[config.mk]
export PLATFORM = sky130hd
export DESIGN_NAME = tcp_vlg_tx_seg
export DESIGN_NICKNAME = d
export VERILOG_FILES = /design/src/rtl/tcp_vlg_tx_seg.sv
export SDC_FILE = /design/constraint.sdc
export NUM_CORES = 1
export LEC_CHECK = 0
export BUFFER_PORTS_ARGS = -buffer_cell sky130_fd_sc_hd__buf_4
export CORE_MARGIN = 1.5
export CORE_UTILIZATION = 55
export CTS_BUF_LIST = sky130_fd_sc_hd__clkbuf_4
export DETAILED_ROUTE_END_ITERATION = 8
export PLACE_DENSITY = 0.88
export SYNTH_ARGS = -nofsm -noshare
export SYNTH_HDL_FRONTEND = slang
export SYNTH_SLANG_ARGS = --single-unit
[constraint.sdc]
create_clock -name clk -period 3.43 [get_ports clk]
set_input_delay 0.1715 -clock clk [delete_from_list [all_inputs] [get_ports clk]]
set_output_delay 0.1715 -clock clk [all_outputs]
set_load 0.03 [all_outputs]
[src/rtl/tcp_vlg_tx_seg.sv]
// Segment payload fetcher: reads len bytes from the TX buffer,
// streams them with sof/eof/backpressure and sums the payload.
module tcp_vlg_tx_seg #(
  parameter int D = 16,
  parameter int L = 16
) (
  input  logic         clk,
  input  logic         rst,
  input  logic         req,
  input  logic [31:0]  seq_start,
  input  logic [L-1:0] len,
  output logic         busy,
  output logic [D-1:0] buf_addr,
  input  logic [7:0]   buf_data,
  output logic [7:0]   strm_dat,
  output logic         strm_val,
  output logic         strm_sof,
  output logic         strm_eof,
  input  logic         strm_rdy,
  output logic [15:0]  pld_sum,
  output logic         done
);

  localparam logic [2:0] IDLE  = 3'd0;
  localparam logic [2:0] FETCH = 3'd1;
  localparam logic [2:0] DRAIN = 3'd2;
  localparam logic [2:0] FOLD  = 3'd3;
  localparam logic [2:0] DONE  = 3'd4;

  logic [2:0]   state;
  logic [D-1:0] addr_q;
  logic [L-1:0] len_q;
  logic [L-1:0] iss_rem;
  logic [L-1:0] arr_rem;
  logic         rd_pend;
  logic         out_val;
  logic         sk_val;
  logic         lo;
  logic [9:0]   out_q;
  logic [9:0]   sk_q;
  logic [9:0]   in_w;
  logic [31:0]  acc;
  logic [31:0]  addend;
  logic [15:0]  sum_q;
  logic [16:0]  f1;
  logic [15:0]  f2;
  logic [1:0]   occ;
  logic         xfer;
  logic         take;
  logic         issue;
  logic         unused_seq;

  assign unused_seq = ^seq_start[31:D];

  assign xfer = out_val & strm_rdy;
  assign take = ~out_val | xfer;

  // Bytes held or in flight after this edge; a new read needs a free slot.
  assign occ = {1'b0, out_val} + {1'b0, sk_val}
             + {1'b0, rd_pend} - {1'b0, xfer};
  assign issue = (state == FETCH) && (occ < 2'd2);

  assign in_w = {arr_rem == len_q, arr_rem == L'(1), buf_data};

  assign addend = lo ? {24'd0, out_q[7:0]}
                     : {16'd0, out_q[7:0], 8'd0};

  assign f1 = {1'b0, acc[15:0]} + {1'b0, acc[31:16]};
  assign f2 = f1[15:0] + {15'd0, f1[16]};

  assign busy     = (state == FETCH) || (state == DRAIN)
                 || (state == FOLD);
  assign done     = (state == DONE);
  assign buf_addr = addr_q;
  assign strm_val = out_val;
  assign strm_sof = out_q[9];
  assign strm_eof = out_q[8];
  assign strm_dat = out_q[7:0];
  assign pld_sum  = sum_q;

  always_ff @(posedge clk or negedge rst) begin
    if (!rst) begin
      rd_pend <= 1'b0;
      out_val <= 1'b0;
      sk_val  <= 1'b0;
      out_q   <= '0;
      sk_q    <= '0;
    end else begin
      rd_pend <= issue;
      if (take) begin
        if (sk_val) begin
          out_q   <= sk_q;
          out_val <= 1'b1;
          sk_val  <= rd_pend;
          if (rd_pend) sk_q <= in_w;
        end else begin
          out_val <= rd_pend;
          if (rd_pend) out_q <= in_w;
        end
      end else if (rd_pend) begin
        sk_q   <= in_w;
        sk_val <= 1'b1;
      end
    end
  end

  always_ff @(posedge clk or negedge rst) begin
    if (!rst) begin
      state   <= IDLE;
      addr_q  <= '0;
      len_q   <= '0;
      iss_rem <= '0;
      arr_rem <= '0;
      acc     <= '0;
      lo      <= 1'b0;
      sum_q   <= '0;
    end else begin
      if (xfer) begin
        acc <= acc + addend;
        lo  <= ~lo;
      end
      if (rd_pend) arr_rem <= arr_rem - 1'b1;
      unique case (state)
        IDLE: begin
          if (req) begin
            len_q   <= len;
            iss_rem <= len;
            arr_rem <= len;
            addr_q  <= seq_start[D-1:0];
            acc     <= '0;
            lo      <= 1'b0;
            sum_q   <= '0;
            state   <= (len == '0) ? FOLD : FETCH;
          end
        end
        FETCH: begin
          if (issue) begin
            addr_q  <= addr_q + 1'b1;
            iss_rem <= iss_rem - 1'b1;
            if (iss_rem == L'(1)) state <= DRAIN;
          end
        end
        DRAIN: begin
          if (xfer && out_q[8]) state <= FOLD;
        end
        FOLD: begin
          sum_q <= f2;
          state <= DONE;
        end
        DONE: state <= IDLE;
        default: state <= IDLE;
      endcase
    end
  end

endmodule

==> qor.txt, run 1 <==
SETUP PATH
----------------------------------------------------------------------------------------------------
Critical path capture point type                                                            register
Start point of the critical path                                                              acc[0]
Launch point of the worst reg-to-reg path                                                     acc[0]
Endpoint arrival time on the critical path                                                   4.06 ns
Critical path cell sequence                                                             ha_4 -> inv_2 -> fa_2 -> nand2b_4 -> a21oi_4 -> o21ai_2 -> a21oi_1 -> o22ai_1 -> nor2b_1 -> o21ai_1 -> nand2b_1 -> buf_4 -> ha_1 -> nand3b_1 -> or4_4 -> nor2_4 -> nand4_1 -> xor2_1 -> o21ai_0
Worst setup SP type                                                                         register
Highest cell delay on the worst timing path                                                  0.52 ns
Slowest cell on crit path                                                               sky130_fd_sc_hd__or4_4
Largest fanout of any net on the critical path                                                     3
Required time worst endpoint                                                                 3.91 ns
Type of the setup path with the least slack                                             register to register

TIMING
----------------------------------------------------------------------------------------------------
Final number of hold-violating endpoints                                                           0
Worst clock skew                                                                           0.0285 ns
Final Critical Period                                                                        3.58 ns
Final max-slew violation count                                                                     0
Worst max-slew margin expressed relative to the limit                                          17.6%
Post-route fraction of the period consumed by the critical path                                 104%
Final count of negative-setup-slack endpoints                                                      5
Setup repair after global routing missed its margin                                             true
Worst-margin pin slew                                                                        1.23 ns
Min setup slack post-route                                                                 -0.151 ns
Fmax                                                                                         279 MHz

SYNTHESIS
----------------------------------------------------------------------------------------------------
Syn_area_per_cell                                                                           8.50 um2
Syn Inst Count                                                                                  1049
Ranking of synthesized cells by area                                                    sky130_fd_sc_hd__dfrtp_1 39%, sky130_fd_sc_hd__nand2_1 6.9%, sky130_fd_sc_hd__ha_1 5.8%
Cell with the most instances after synthesis                                            sky130_fd_sc_hd__nand2_1
Most used standard cells in the synthesized netlist                                     165 x sky130_fd_sc_hd__nand2_1, 139 x sky130_fd_sc_hd__dfrtp_1, 100 x sky130_fd_sc_hd__a21oi_1
Synth top area share                                                                           39.0%
Count of unique library cells instantiated by Yosys                                               71
Post-synthesis instance area                                                                8910 um2
Prevailing post-synth register cell                                                     sky130_fd_sc_hd__dfrtp_1
Total of warnings raised by yosys                                                                  0
Share of flip-flops with an asynchronous set or reset                                           100%
Post-synth top area cell                                                                sky130_fd_sc_hd__dfrtp_1
Sequential cell area fraction in the yosys report                                              39.0%
Count of state elements after synthesis                                                          139
Post-Synthesis Net Count                                                                        1152
Count of flip-flops with a built-in enable after synthesis                                         0

STATUS
----------------------------------------------------------------------------------------------------
Outcome                                                                                 finished, violations left
Violated checks                                                                         setup timing

LAYOUT
----------------------------------------------------------------------------------------------------
Final antenna diode count                                                                          0
Fraction of layout instances using a drive strength above 1                                    16.9%
# nets final                                                                                    1286
P&R area growth vs syn                                                                         20.6%

GLOBAL ROUTING
----------------------------------------------------------------------------------------------------
Initial antenna violation count                                                                    0
Vias in the first global route                                                                  8071
Final global-route overflow total                                                                  0
GRT Overall Usage                                                                              28.6%
Wire length of the first global-routing pass                                                38200 um
Pin count of the biggest net entering global routing                                             114

ROUTE
----------------------------------------------------------------------------------------------------
Detailed-route via count                                                                        8567
Number of DRC markers after the initial detailed-route iteration                                 649
DR pass1 iterations                                                                                5
Final routed DRC violation total                                                                   0
Routed vias/inst                                                                                6.07
DR WL/cell                                                                                   16.7 um
Antenna-violating nets left                                                                        0
Detailed Route WL                                                                           23600 um

PLACED DESIGN
----------------------------------------------------------------------------------------------------
Worst Setup Slack post-DPL                                                               -0.00445 ns
Number of input and output port buffers inserted                                                  88
Final weighted congestion in routability-driven placement                                      0.911
Half-perimeter wire length after placement                                                  15500 um

CLOCKING
----------------------------------------------------------------------------------------------------
CTS tree                                                                                        done
Number of buffers between clock root and the deepest sink                                          2
Clock-pin slew reported for the worst setup and hold paths after clock tree synthesis        0.15 ns
Cell chosen for the clock root                                                          sky130_fd_sc_hd__clkbuf_4
Clk_lat worst skew                                                                           0.60 ns
Num CTS Buffers                                                                                   17
Maximum level of the CTS H-tree                                                                    4
Number of clock sinks                                                                            139

FLOORPLANNING
----------------------------------------------------------------------------------------------------
Height of the die                                                                             130 um
Total core area                                                                            15800 um2
Row count                                                                                         46
Horizontal die dimension                                                                      130 um
Num ports                                                                                        105
Floorplan die area                                                                         17000 um2
Initial cell density of the core                                                               56.3%

HOLD PATH
----------------------------------------------------------------------------------------------------
Class of the worst hold path                                                            input pin to register
Worst min-delay path startpoint                                                             strm_rdy

POWER
----------------------------------------------------------------------------------------------------
Total power of the final layout                                                              9.98 mW
Worst supply voltage drop on vdd                                                          0.000668 V
Static Leakage                                                                               4.90 nW
Power per Cell Area                                                                       928 nW/um2

JOB
----------------------------------------------------------------------------------------------------
Max-Cap Viols                                                                                      0

power by group:
part | internal (mW) | switching, mW | leakage [nW]
Sequential | 2.27 | 0.717 | 1.69
Clock | 0.405 | 0.755 | 0.166
Combinational | 2.43 | 3.39 | 3.04
metrics by stage:
stage / util, % / cell area [um2] / cells / setup TNS [ns] / hold slack [ns]
6_report: 67.9 / 10700 / 1412 / -0.216 / 0.0857
5_1_grt: 67.9 / 10700 / 1412 / -2.04 / 0.105
4_1_cts: 67.2 / 10600 / 1406 / 0 / 0.0691
3_5_place_dp: 62.5 / 9900 / 1329 / -0.00445 / 0.403
3_3_place_gp: 62.5 / 9900 / 1329 / 0 / 0.403
2_1_floorplan: - / 8940 / 1049 / -0.0113 / -0.124
cell families (layout without fill, tap and decap cells):
logic type,Yosys count,in the layout,share of synthesized area [%]
buffers and inverters,77,224,3.71
adder cells (fa/ha/maj),44,44,6.32
XOR/XNOR,75,75,7.37
AO/OA/AOI/OAI,283,283,18.7
AND/OR/NAND/NOR,411,411,22.5
flip-flops,139,139,39.0
multiplexers,20,20,2.39
state kept, by name, indices dropped and copies added (netlist names):
| register | flops |
|---|---|
| sk_q | 10 |
| strm_val | 1 |
| len_q | 16 |
| buf_addr | 16 |
| iss_rem | 16 |
| state | 3 |
| acc | 32 |
| lo | 1 |
| rd_pend | 1 |
| arr_rem | 16 |
| out_q | 10 |
| sk_val | 1 |
| pld_sum | 16 |
worst max-delay path: cells and delay by family, from the launching register on:
| kind | cells | cell delay [ns] |
|---|---|---|
| simple gates | 7 | 1.28 |
| flops | 1 | 0.45 |
| xor+xnor | 1 | 0.23 |
| buf+inv | 2 | 0.16 |
| fa+ha+maj | 3 | 0.71 |
| compound gates | 6 | 0.65 |
cell usage in the layout, fill, tap and decap left out, types with 10 or more instances in the layout:
cell type                       count
sky130_fd_sc_hd__mux2_2            10
sky130_fd_sc_hd__xnor2_1           36
sky130_fd_sc_hd__mux2i_1           10
sky130_fd_sc_hd__o211ai_1          11
sky130_fd_sc_hd__a21o_1            15
sky130_fd_sc_hd__buf_4            125
sky130_fd_sc_hd__inv_1             21
sky130_fd_sc_hd__nor4_1            19
sky130_fd_sc_hd__nor3_1            19
sky130_fd_sc_hd__clkbuf_4          17
sky130_fd_sc_hd__nand3_1           33
sky130_fd_sc_hd__a31oi_1           10
sky130_fd_sc_hd__nand2_1          164
sky130_fd_sc_hd__dfrtp_1          139
sky130_fd_sc_hd__a21oi_1          100
sky130_fd_sc_hd__ha_1              39
sky130_fd_sc_hd__nand4_1           12
sky130_fd_sc_hd__xor2_1            37
sky130_fd_sc_hd__nor2b_1           13
sky130_fd_sc_hd__and2_1            11
sky130_fd_sc_hd__nor2_1            70
sky130_fd_sc_hd__or3_1             15
sky130_fd_sc_hd__o21ai_0           83
sky130_fd_sc_hd__dlygate4sd3_1     42
final timing paths:
kind	end	slack, ns	cells after the start
setup reg to reg	pld_sum[13]	-0.15	19
hold / removal	strm_val	0.09	3
setup / recovery	pld_sum[13]	-0.15	19
max in group asynchronous	pld_sum[1]	2.28	3
min in group asynchronous	sk_q[5]	0.29	2
hold reg to reg	sk_q[8]	0.51	2
area by class of cell:
cell class | count | area, um2
timing repair buffer | 170 | 1410
inverter | 22 | 82.6
clock buffer | 17 | 128
tap | 216 | 270
sequential | 139 | 3480
multi-input combinational | 833 | 5200
clock inverter | 15 | 171
fill | 1183 | 5080
repair_timing:
action                     CTS  global route
hold buffers                42             0
pin swaps                    1            13
buffers inserted             3             6
gates resized for setup      1            19
gates cloned                 0             0
setup endpoints to repair    4            10
hold endpoints to repair   192             0
routing by layer:
layer  track usage [%]  up-vias  part of all wire, %
li1                  -     4014                    -
met5                 0        -                    0
met3              5.82       61                  6.1
met1              35.8     4129                   40
met4              10.6        0                  2.6
met2              49.0      363                   52
Power figures use the tool's default switching activity.
==> run 2, diff against run 1 <==
--- a/config.mk
+++ b/config.mk
@@ -11,6 +11,7 @@
 export CTS_BUF_LIST = sky130_fd_sc_hd__clkbuf_4
 export DETAILED_ROUTE_END_ITERATION = 8
 export PLACE_DENSITY = 0.88
+export REMOVE_ABC_BUFFERS = 1
 export SYNTH_ARGS = -nofsm -noshare
 export SYNTH_HDL_FRONTEND = slang
 export SYNTH_SLANG_ARGS = --single-unit
==> run 2 against run 1 <==
The flow still finishes with violations (setup timing); clock skew is essentially flat; routed wire length grew 0.41%; non-clock buffer count grew 20; worst setup slack lost 0.023 ns; maximum frequency shrank 0.64%; combinational power grew 1%; total power grew 0.55%.
==> qor.txt, run 2 (same netlist as run 1, synthesis figures left out) <==
ROUTE
----------------------------------------------------------------------------------------------------
Final routed DRC violation total                                                                   0   unchanged
Detailed Route WL                                                                           23700 um   +0.41%
Detailed-route via count                                                                        8531   -0.42%
Antenna-violating nets left                                                                        0   unchanged
Number of DRC markers after the initial detailed-route iteration                                 748   +15%
DR WL/cell                                                                                   16.6 um   -1.1%
Routed vias/inst                                                                                5.95   -1.9%
DR pass1 iterations                                                                                5   unchanged

GLOBAL ROUTING
----------------------------------------------------------------------------------------------------
GRT Overall Usage                                                                              28.9%   +0.23 points
Vias in the first global route                                                                  8212   +1.7%
Pin count of the biggest net entering global routing                                              76   -33%
Final global-route overflow total                                                                  0   unchanged
Initial antenna violation count                                                                    2   +2
Wire length of the first global-routing pass                                                38600 um   +0.98%

FLOORPLANNING
----------------------------------------------------------------------------------------------------
Floorplan die area                                                                         17000 um2   unchanged
Initial cell density of the core                                                               56.3%   unchanged
Horizontal die dimension                                                                      130 um   unchanged
Row count                                                                                         46   unchanged
Num ports                                                                                        105   unchanged
Total core area                                                                            15800 um2   unchanged
Height of the die                                                                             130 um   unchanged

LAYOUT
----------------------------------------------------------------------------------------------------
Fraction of layout instances using a drive strength above 1                                    18.0%   +1.1 points
# nets final                                                                                    1306   +1.6%
Top library cells by usage in the layout, fill and taps aside                           165 x sky130_fd_sc_hd__nand2_1, 145 x sky130_fd_sc_hd__buf_4, 139 x sky130_fd_sc_hd__dfrtp_1, 99 x sky130_fd_sc_hd__a21oi_1, 84 x sky130_fd_sc_hd__o21ai_0
Most common cell after layout, fill and taps aside                                      sky130_fd_sc_hd__nand2_1
Cell Count, Final, Fillers Out                                                                  1433   +1.5%
P&R area growth vs syn                                                                         22.2%
Top reg by flops                                                                                 acc
Max FFs per register                                                                              32   unchanged

PLACED DESIGN
----------------------------------------------------------------------------------------------------
Number of input and output port buffers inserted                                                  88   unchanged
Worst Setup Slack post-DPL                                                                 -0.157 ns   -0.153 ns
Half-perimeter wire length after placement                                                  15900 um   +2.9%
Final weighted congestion in routability-driven placement                                      0.896   -1.7%
Number of cells after detailed placement                                                        1345   +1.2%

CLOCKING
----------------------------------------------------------------------------------------------------
Num CTS Buffers                                                                                   17   unchanged
Cell chosen for the clock root                                                          sky130_fd_sc_hd__clkbuf_4
CTS tree                                                                                        done
Clock-pin slew reported for the worst setup and hold paths after clock tree synthesis        0.13 ns   -0.02 ns
Maximum level of the CTS H-tree                                                                    4   unchanged
Number of buffers between clock root and the deepest sink                                          2   unchanged
Number of clock sinks                                                                            139   unchanged
Clk_lat worst skew                                                                           0.59 ns   about the same

SETUP PATH
----------------------------------------------------------------------------------------------------
Critical path capture point type                                                            register
Required time worst endpoint                                                                 3.94 ns   +0.03 ns
Type of the setup path with the least slack                                             register to register
Endpoint arrival time on the critical path                                                   4.11 ns   +0.05 ns
Worst setup SP type                                                                         register
Largest fanout of any net on the critical path                                                     3   unchanged

POWER
----------------------------------------------------------------------------------------------------
Combinational group share of total power                                                       58.9%   +0.5 points
Power per Cell Area                                                                       921 nW/um2   -0.82%
Part of the power in registers                                                                 29.8%   -0.2 points
Sw power                                                                                     4.73 mW   -2.7%
Worst supply voltage drop on vdd                                                          0.000640 V   -4.1%
Switching power share of the total                                                             47.2%   -1.6 points
Static Leakage                                                                               4.99 nW   +1.8%
Clock power share                                                                              11.2%   -0.4 points
P_int                                                                                        5.30 mW   +3.7%

TIMING
----------------------------------------------------------------------------------------------------
Post-route fraction of the period consumed by the critical path                                 105%   +0.67 points
Final number of hold-violating endpoints                                                           0   unchanged
Final count of negative-setup-slack endpoints                                                      8   +3
Setup repair after global routing missed its margin                                             true
Final max-slew violation count                                                                     0   unchanged
Final Critical Period                                                                        3.60 ns   +0.0231 ns
Worst max-slew margin expressed relative to the limit                                          16.8%   -0.72 points
Min setup slack post-route                                                                 -0.174 ns   -0.0231 ns
Worst-margin pin slew                                                                        1.24 ns   +0.0107 ns
Fmax                                                                                         277 MHz   -0.64%
Worst clock skew                                                                           0.0285 ns   +0.0000649 ns

STATUS
----------------------------------------------------------------------------------------------------
Outcome                                                                                 finished, violations left
Violated checks                                                                         setup timing

JOB
----------------------------------------------------------------------------------------------------
Max-Cap Viols                                                                                      0   unchanged

HOLD PATH
----------------------------------------------------------------------------------------------------
Class of the worst hold path                                                            input pin to register

## run 2: power groups by stage
| stage | registers [mW] | clock network (mW) | logic (mW) |
|---|---|---|---|
| finish | 2.99 | 1.13 | 5.91 |
| global route | 3.06 | 1.21 | 6.51 |
| CTS | 2.96 | 1.14 | 5.75 |
| detailed placement | 2.99 | 0 | 5.62 |
| global placement | 2.95 | 0 | 5.43 |
| floorplan | 3.22 | 0 | 3.56 |
## run 2: through the flow
stage | hold WS (ns) | setup TNS [ns] | cell area [um2] | util, % | power [mW]
5_1_grt | 0.121 | -2.14 | 10900 | 68.8 | 10.8
6_report | 0.111 | -0.552 | 10900 | 68.8 | 10.0
3_3_place_gp | 0.249 | -0.0728 | 9990 | 63.1 | 8.39
3_5_place_dp | 0.252 | -0.652 | 9990 | 63.1 | 8.61
4_1_cts | 0.0899 | 0 | 10800 | 68.3 | 9.84
2_1_floorplan | -0.124 | -290.78 | 8660 | - | 6.79
## run 2: final timing paths
check | from | end | slack [ns] | cells past startpoint
min reg2reg | sk_q[9] | sk_q[9] | 0.49 | 2
max reg2reg | acc[0] | pld_sum[15] | -0.17 | 18
max | acc[0] | pld_sum[15] | -0.17 | 18
min in group asynchronous | rst | acc[9] | 0.18 | 2
max in group asynchronous | rst | arr_rem[7] | 2.44 | 3
min | strm_rdy | strm_val | 0.11 | 3
## run 2: timing repair
action                                 in CTS  in global routing
endpoints found under the hold margin     154                  0
gates cloned                                0                  0
setup endpoints to repair                   9                 10
gates resized for setup                    12                 16
setup buffers                               9                  4
pin swaps                                   7                  6
hold buffers                               42                  0
## run 2: routing by layer
layer  wire, um  GRT usage (%)
met1       9630           35.8
met3       1390           4.76
met5          0              0
met4        994           15.4
met2      11700           48.4
## run 2: critical path: stages (launching register included)
cell	delay (ns)
sky130_fd_sc_hd__dfrtp_1	0.39
sky130_fd_sc_hd__ha_2	0.20
sky130_fd_sc_hd__inv_2	0.04
sky130_fd_sc_hd__fa_2	0.34
sky130_fd_sc_hd__nand2b_4	0.16
sky130_fd_sc_hd__a21oi_4	0.15
sky130_fd_sc_hd__o21ai_2	0.10
sky130_fd_sc_hd__a21oi_2	0.18
sky130_fd_sc_hd__o22ai_2	0.10
sky130_fd_sc_hd__nor2b_1	0.17
sky130_fd_sc_hd__o21ai_1	0.08
sky130_fd_sc_hd__nand2b_1	0.12
sky130_fd_sc_hd__ha_2	0.19
sky130_fd_sc_hd__nor2b_4	0.18
sky130_fd_sc_hd__o21ai_4	0.09
sky130_fd_sc_hd__nor4_4	0.30
sky130_fd_sc_hd__nand4_2	0.16
sky130_fd_sc_hd__or4_1	0.49
sky130_fd_sc_hd__nand3_1	0.08
## run 2: layout make-up
type / instances / area [um2]
Antenna cell: 2 / 5.00
Fill cell: 1156 / 4930
Tap cell: 216 / 270
Timing Repair Buffer: 190 / 1560
Clock inverter: 9 / 123
Clock buffer: 22 / 165
Inverter: 22 / 82.6
Sequential cell: 139 / 3480
Multi-Input combinational cell: 833 / 5210
==> run 3, diff against run 2 <==
--- a/config.mk
+++ b/config.mk
@@ -5,12 +5,13 @@
 export SDC_FILE = /design/constraint.sdc
 export NUM_CORES = 1
 export LEC_CHECK = 0
+export ABC_AREA = 1
 export BUFFER_PORTS_ARGS = -buffer_cell sky130_fd_sc_hd__buf_4
 export CORE_MARGIN = 1.5
-export CORE_UTILIZATION = 55
+export CORE_UTILIZATION = 56
 export CTS_BUF_LIST = sky130_fd_sc_hd__clkbuf_4
 export DETAILED_ROUTE_END_ITERATION = 8
-export PLACE_DENSITY = 0.88
+export PLACE_DENSITY = 0.89
 export REMOVE_ABC_BUFFERS = 1
 export SYNTH_ARGS = -nofsm -noshare
 export SYNTH_HDL_FRONTEND = slang
==> run 3 against run 2 <==
First-iteration DRC count increased by 9.2%; global-route usage up 0.096 points; synthesized cell count rose by 28%; the run now ends clean; maximum frequency is 15% higher; die area is 4.7% higher; total power shrank 0.88%; largest cell class unchanged; critical endpoint is now pld_sum[12]; combinational power down 0.7%.
==> qor.txt, run 3 <==
CLOCKING
----------------------------------------------------------------------------------------------------
Maximum level of the CTS H-tree                                                                    4   unchanged
CTS tree                                                                                        done
Number of buffers between clock root and the deepest sink                                          2   unchanged
Number of clock sinks                                                                            139   unchanged
Clock-pin slew reported for the worst setup and hold paths after clock tree synthesis        0.12 ns   about the same
Cell chosen for the clock root                                                          sky130_fd_sc_hd__clkbuf_4
Clk_lat worst skew                                                                           0.56 ns   -0.03 ns
Num CTS Buffers                                                                                   17   unchanged

POWER
----------------------------------------------------------------------------------------------------
Worst supply voltage drop on vdd                                                          0.000562 V   -12%
Total power of the final layout                                                              9.94 mW   -0.88%
Switching power share of the total                                                             51.7%   +4.5 points
Combinational group share of total power                                                       59.1%   +0.2 points
Power per Cell Area                                                                       898 nW/um2   -2.5%
Clock power share                                                                              10.1%   -1.1 points
Static Leakage                                                                               5.73 nW   +15%
Part of the power in registers                                                                 30.8%   +1.0 points
P_int                                                                                        4.80 mW   -9.3%
Sw power                                                                                     5.14 mW   +8.6%

LAYOUT
----------------------------------------------------------------------------------------------------
Top library cells by usage in the layout, fill and taps aside                           337 x sky130_fd_sc_hd__nand2_1, 186 x sky130_fd_sc_hd__inv_1, 139 x sky130_fd_sc_hd__dfrtp_1, 126 x sky130_fd_sc_hd__nor2_1, 102 x sky130_fd_sc_hd__o21ai_0
Fraction of layout instances using a drive strength above 1                                    13.0%   -5.0 points
Cell Count, Final, Fillers Out                                                                  1699   +19%
# nets final                                                                                    1570   +20%
Top reg by flops                                                                                 acc
Final antenna diode count                                                                          0   -2
Most common cell after layout, fill and taps aside                                      sky130_fd_sc_hd__nand2_1
P&R area growth vs syn                                                                         16.4%
Max FFs per register                                                                              32   unchanged

SETUP PATH
----------------------------------------------------------------------------------------------------
Slowest cell on crit path                                                               sky130_fd_sc_hd__dfrtp_1
Most used cell along the critical path                                                  sky130_fd_sc_hd__nand2_1
Worst setup SP type                                                                         register
Highest cell delay on the worst timing path                                                  0.41 ns   -0.08 ns
Endpoint arrival time on the critical path                                                   3.64 ns   -0.47 ns
Critical path capture point type                                                            register
Largest fanout of any net on the critical path                                                     6   +3
CP Depth                                                                                          21   +3
Largest delay share family, worst path                                                  simple AND/OR/NAND/NOR gates
Length in cells of the worst reg-to-reg path                                                      21   +3
Critical path cell sequence                                                             ha_2 -> inv_1 -> fa_2 -> inv_2 -> nand2_1 -> nand3_2 -> nand3b_1 -> nand2_1 -> a21oi_1 -> o21bai_2 -> ha_1 -> nand2_1 -> nor2_2 -> nand2_1 -> nor2_2 -> nand3_2 -> nor2_4 -> nand3_2 -> nand2_1 -> nand3_1 -> nand2_1
Total buffers and inverters traversed by the critical path                                         2   +1
Required time worst endpoint                                                                 3.93 ns   about the same
Type of the setup path with the least slack                                             register to register

SYNTHESIS
----------------------------------------------------------------------------------------------------
Ranking of synthesized cells by area                                                    sky130_fd_sc_hd__dfrtp_1 37%, sky130_fd_sc_hd__nand2_1 13%, sky130_fd_sc_hd__inv_1 7.4%
Count of state elements after synthesis                                                          139   unchanged
Prevailing post-synth register cell                                                     sky130_fd_sc_hd__dfrtp_1
Count of flip-flops with a built-in enable after synthesis                                         0   unchanged
Syn_area_per_cell                                                                           7.10 um2   -16%
Post-synthesis instance area                                                                9510 um2   +6.7%
Sequential cell area fraction in the yosys report                                              36.6%   -2.5 points
Syn Inst Count                                                                                  1340   +28%
Count of unique library cells instantiated by Yosys                                               53   -25%
Share of flip-flops with an asynchronous set or reset                                           100%   unchanged
Most used standard cells in the synthesized netlist                                     337 x sky130_fd_sc_hd__nand2_1, 187 x sky130_fd_sc_hd__inv_1, 139 x sky130_fd_sc_hd__dfrtp_1
Post-synth top area cell                                                                sky130_fd_sc_hd__dfrtp_1
Cell with the most instances after synthesis                                            sky130_fd_sc_hd__nand2_1
Synth top area share                                                                           36.6%   -2.5 points
Total of warnings raised by yosys                                                                  0   unchanged

GLOBAL ROUTING
----------------------------------------------------------------------------------------------------
Pin count of the biggest net entering global routing                                              96   +26%
Vias in the first global route                                                                  9152   +11%
GRT Overall Usage                                                                              29.0%   +0.096 points
Initial antenna violation count                                                                    0   -2
Final global-route overflow total                                                                  0   unchanged
Wire length of the first global-routing pass                                                41900 um   +8.4%

TIMING
----------------------------------------------------------------------------------------------------
Final max-slew violation count                                                                     0   unchanged
Final-layout worst hold slack                                                               0.226 ns   +0.115 ns
Min setup slack post-route                                                                  0.286 ns   +0.460 ns
Final count of negative-setup-slack endpoints                                                      0   -8
Final Critical Period                                                                        3.14 ns   -0.460 ns
Worst clock skew                                                                           0.0209 ns   -0.00769 ns
Final number of hold-violating endpoints                                                           0   unchanged
Post-route fraction of the period consumed by the critical path                                91.7%   -13 points
Setup repair after global routing missed its margin                                            false
Worst max-slew margin expressed relative to the limit                                          40.4%   +24 points
Fmax                                                                                         318 MHz   +15%
Worst-margin pin slew                                                                       0.894 ns   -0.349 ns

FLOORPLANNING
----------------------------------------------------------------------------------------------------
Row count                                                                                         47   +2.2%
Floorplan die area                                                                         17800 um2   +4.7%
Horizontal die dimension                                                                      133 um   +2.3%
Initial cell density of the core                                                               57.4%   +1.0 points
Height of the die                                                                             133 um   +2.3%
Total core area                                                                            16600 um2   +4.8%
Num ports                                                                                        105   unchanged

PLACED DESIGN
----------------------------------------------------------------------------------------------------
Worst Setup Slack post-DPL                                                                 0.0606 ns   +0.218 ns
Half-perimeter wire length after placement                                                  17500 um   +9.7%
Number of input and output port buffers inserted                                                  88   unchanged
Number of cells after detailed placement                                                        1624   +21%
Final weighted congestion in routability-driven placement                                      0.947   +5.7%

ROUTE
----------------------------------------------------------------------------------------------------
Detailed-route via count                                                                        9561   +12%
Routed vias/inst                                                                                5.63   -5.5%
Detailed Route WL                                                                           25000 um   +5.5%
Number of DRC markers after the initial detailed-route iteration                                 817   +9.2%
Final routed DRC violation total                                                                   0   unchanged
Antenna-violating nets left                                                                        0   unchanged
DR pass1 iterations                                                                                6   +1
DR WL/cell                                                                                   14.7 um   -11%

JOB
----------------------------------------------------------------------------------------------------
Max-Cap Viols                                                                                      0   unchanged

HOLD PATH
----------------------------------------------------------------------------------------------------
Class of the worst hold path                                                            input pin to register
Worst hold path cell count                                                                         7   +4

STATUS
----------------------------------------------------------------------------------------------------
Outcome                                                                                 complete, no violations

run 3: changes by cell type after synthesis, moves of 16 or more:
cell	delta
sky130_fd_sc_hd__inv_1	+165
sky130_fd_sc_hd__nand2_1	+172
sky130_fd_sc_hd__nand2_2	+16
sky130_fd_sc_hd__nand3_1	+40
sky130_fd_sc_hd__clkbuf_1	-19
sky130_fd_sc_hd__a21oi_1	-34
sky130_fd_sc_hd__xor2_1	-17
sky130_fd_sc_hd__nor2_1	+57
sky130_fd_sc_hd__xnor2_1	-23
run 3: worst register-to-register path, delay by kind of cell, from the launching register on:
family,cells,cell delay [ns]
simple gates,14,1.49
fa+ha+maj,3,0.78
flops,1,0.41
compound gates,2,0.26
buf+inv,2,0.16
run 3: final cells by class:
cell class / instances / area, um2
inverters: 194 / 728
flip-flops and latches: 139 / 3480
clock inverters: 12 / 100
clock buffers: 19 / 143
well taps: 220 / 275
repair buffers: 144 / 1190
fillers: 1392 / 5510
multi-input cells: 971 / 5160
run 3: path summary, 6_finish.rpt:
kind                        startpoint           to  slack (ns)
max in group asynchronous          rst   pld_sum[7]        2.36
hold reg to reg            pld_sum[13]  pld_sum[13]        0.49
setup reg to reg               acc[16]  pld_sum[12]        0.29
min in group asynchronous          rst       acc[6]        0.24
hold / removal                     req     state[0]        0.23
setup / recovery               acc[16]  pld_sum[12]        0.29
run 3: logic make-up after synthesis:
| logic type | synth area share, % |
|---|---|
| simple gates | 29.7 |
| compound gates | 15.2 |
| buf+inv | 9.34 |
| flops | 36.6 |
| fa+ha+maj | 5.81 |
| xor+xnor | 3.22 |
| mux | 0.224 |
run 3: through the flow:
stage / setup TNS (ns) / util (%) / instance area (um2)
3_3_place_gp: 0 / 62.6 / 10400
6_report: 0 / 66.8 / 11100
3_5_place_dp: 0 / 62.6 / 10400
4_1_cts: 0 / 66.6 / 11000
2_1_floorplan: -9.90 / - / 9350
5_1_grt: 0 / 66.8 / 11100
run 3: power by group through the flow:
stage	clock network (mW)	registers (mW)	logic, mW
6_report	1.00	3.07	5.87
5_1_grt	1.08	3.15	6.57
4_1_cts	1.02	3.04	5.74
3_5_place_dp	0	3.08	5.65
3_3_place_gp	0	3.05	5.46
2_1_floorplan	0	3.33	3.71
run 3: what timing repair did:
action	CTS	global route
resized for setup	0	5
setup buffers	0	2
hold buffers	42	0
setup endpoints to repair	0	9
hold endpoints to repair	173	0
run 3: routing by layer:
metal  track usage (%)  vias up  wire (um)
li1                  -     4626          -
met1              35.5     4466      10100
met2              49.8      382      12400
met3              4.76       87       1540
met4              13.9        0        986
met5                 0        -          0
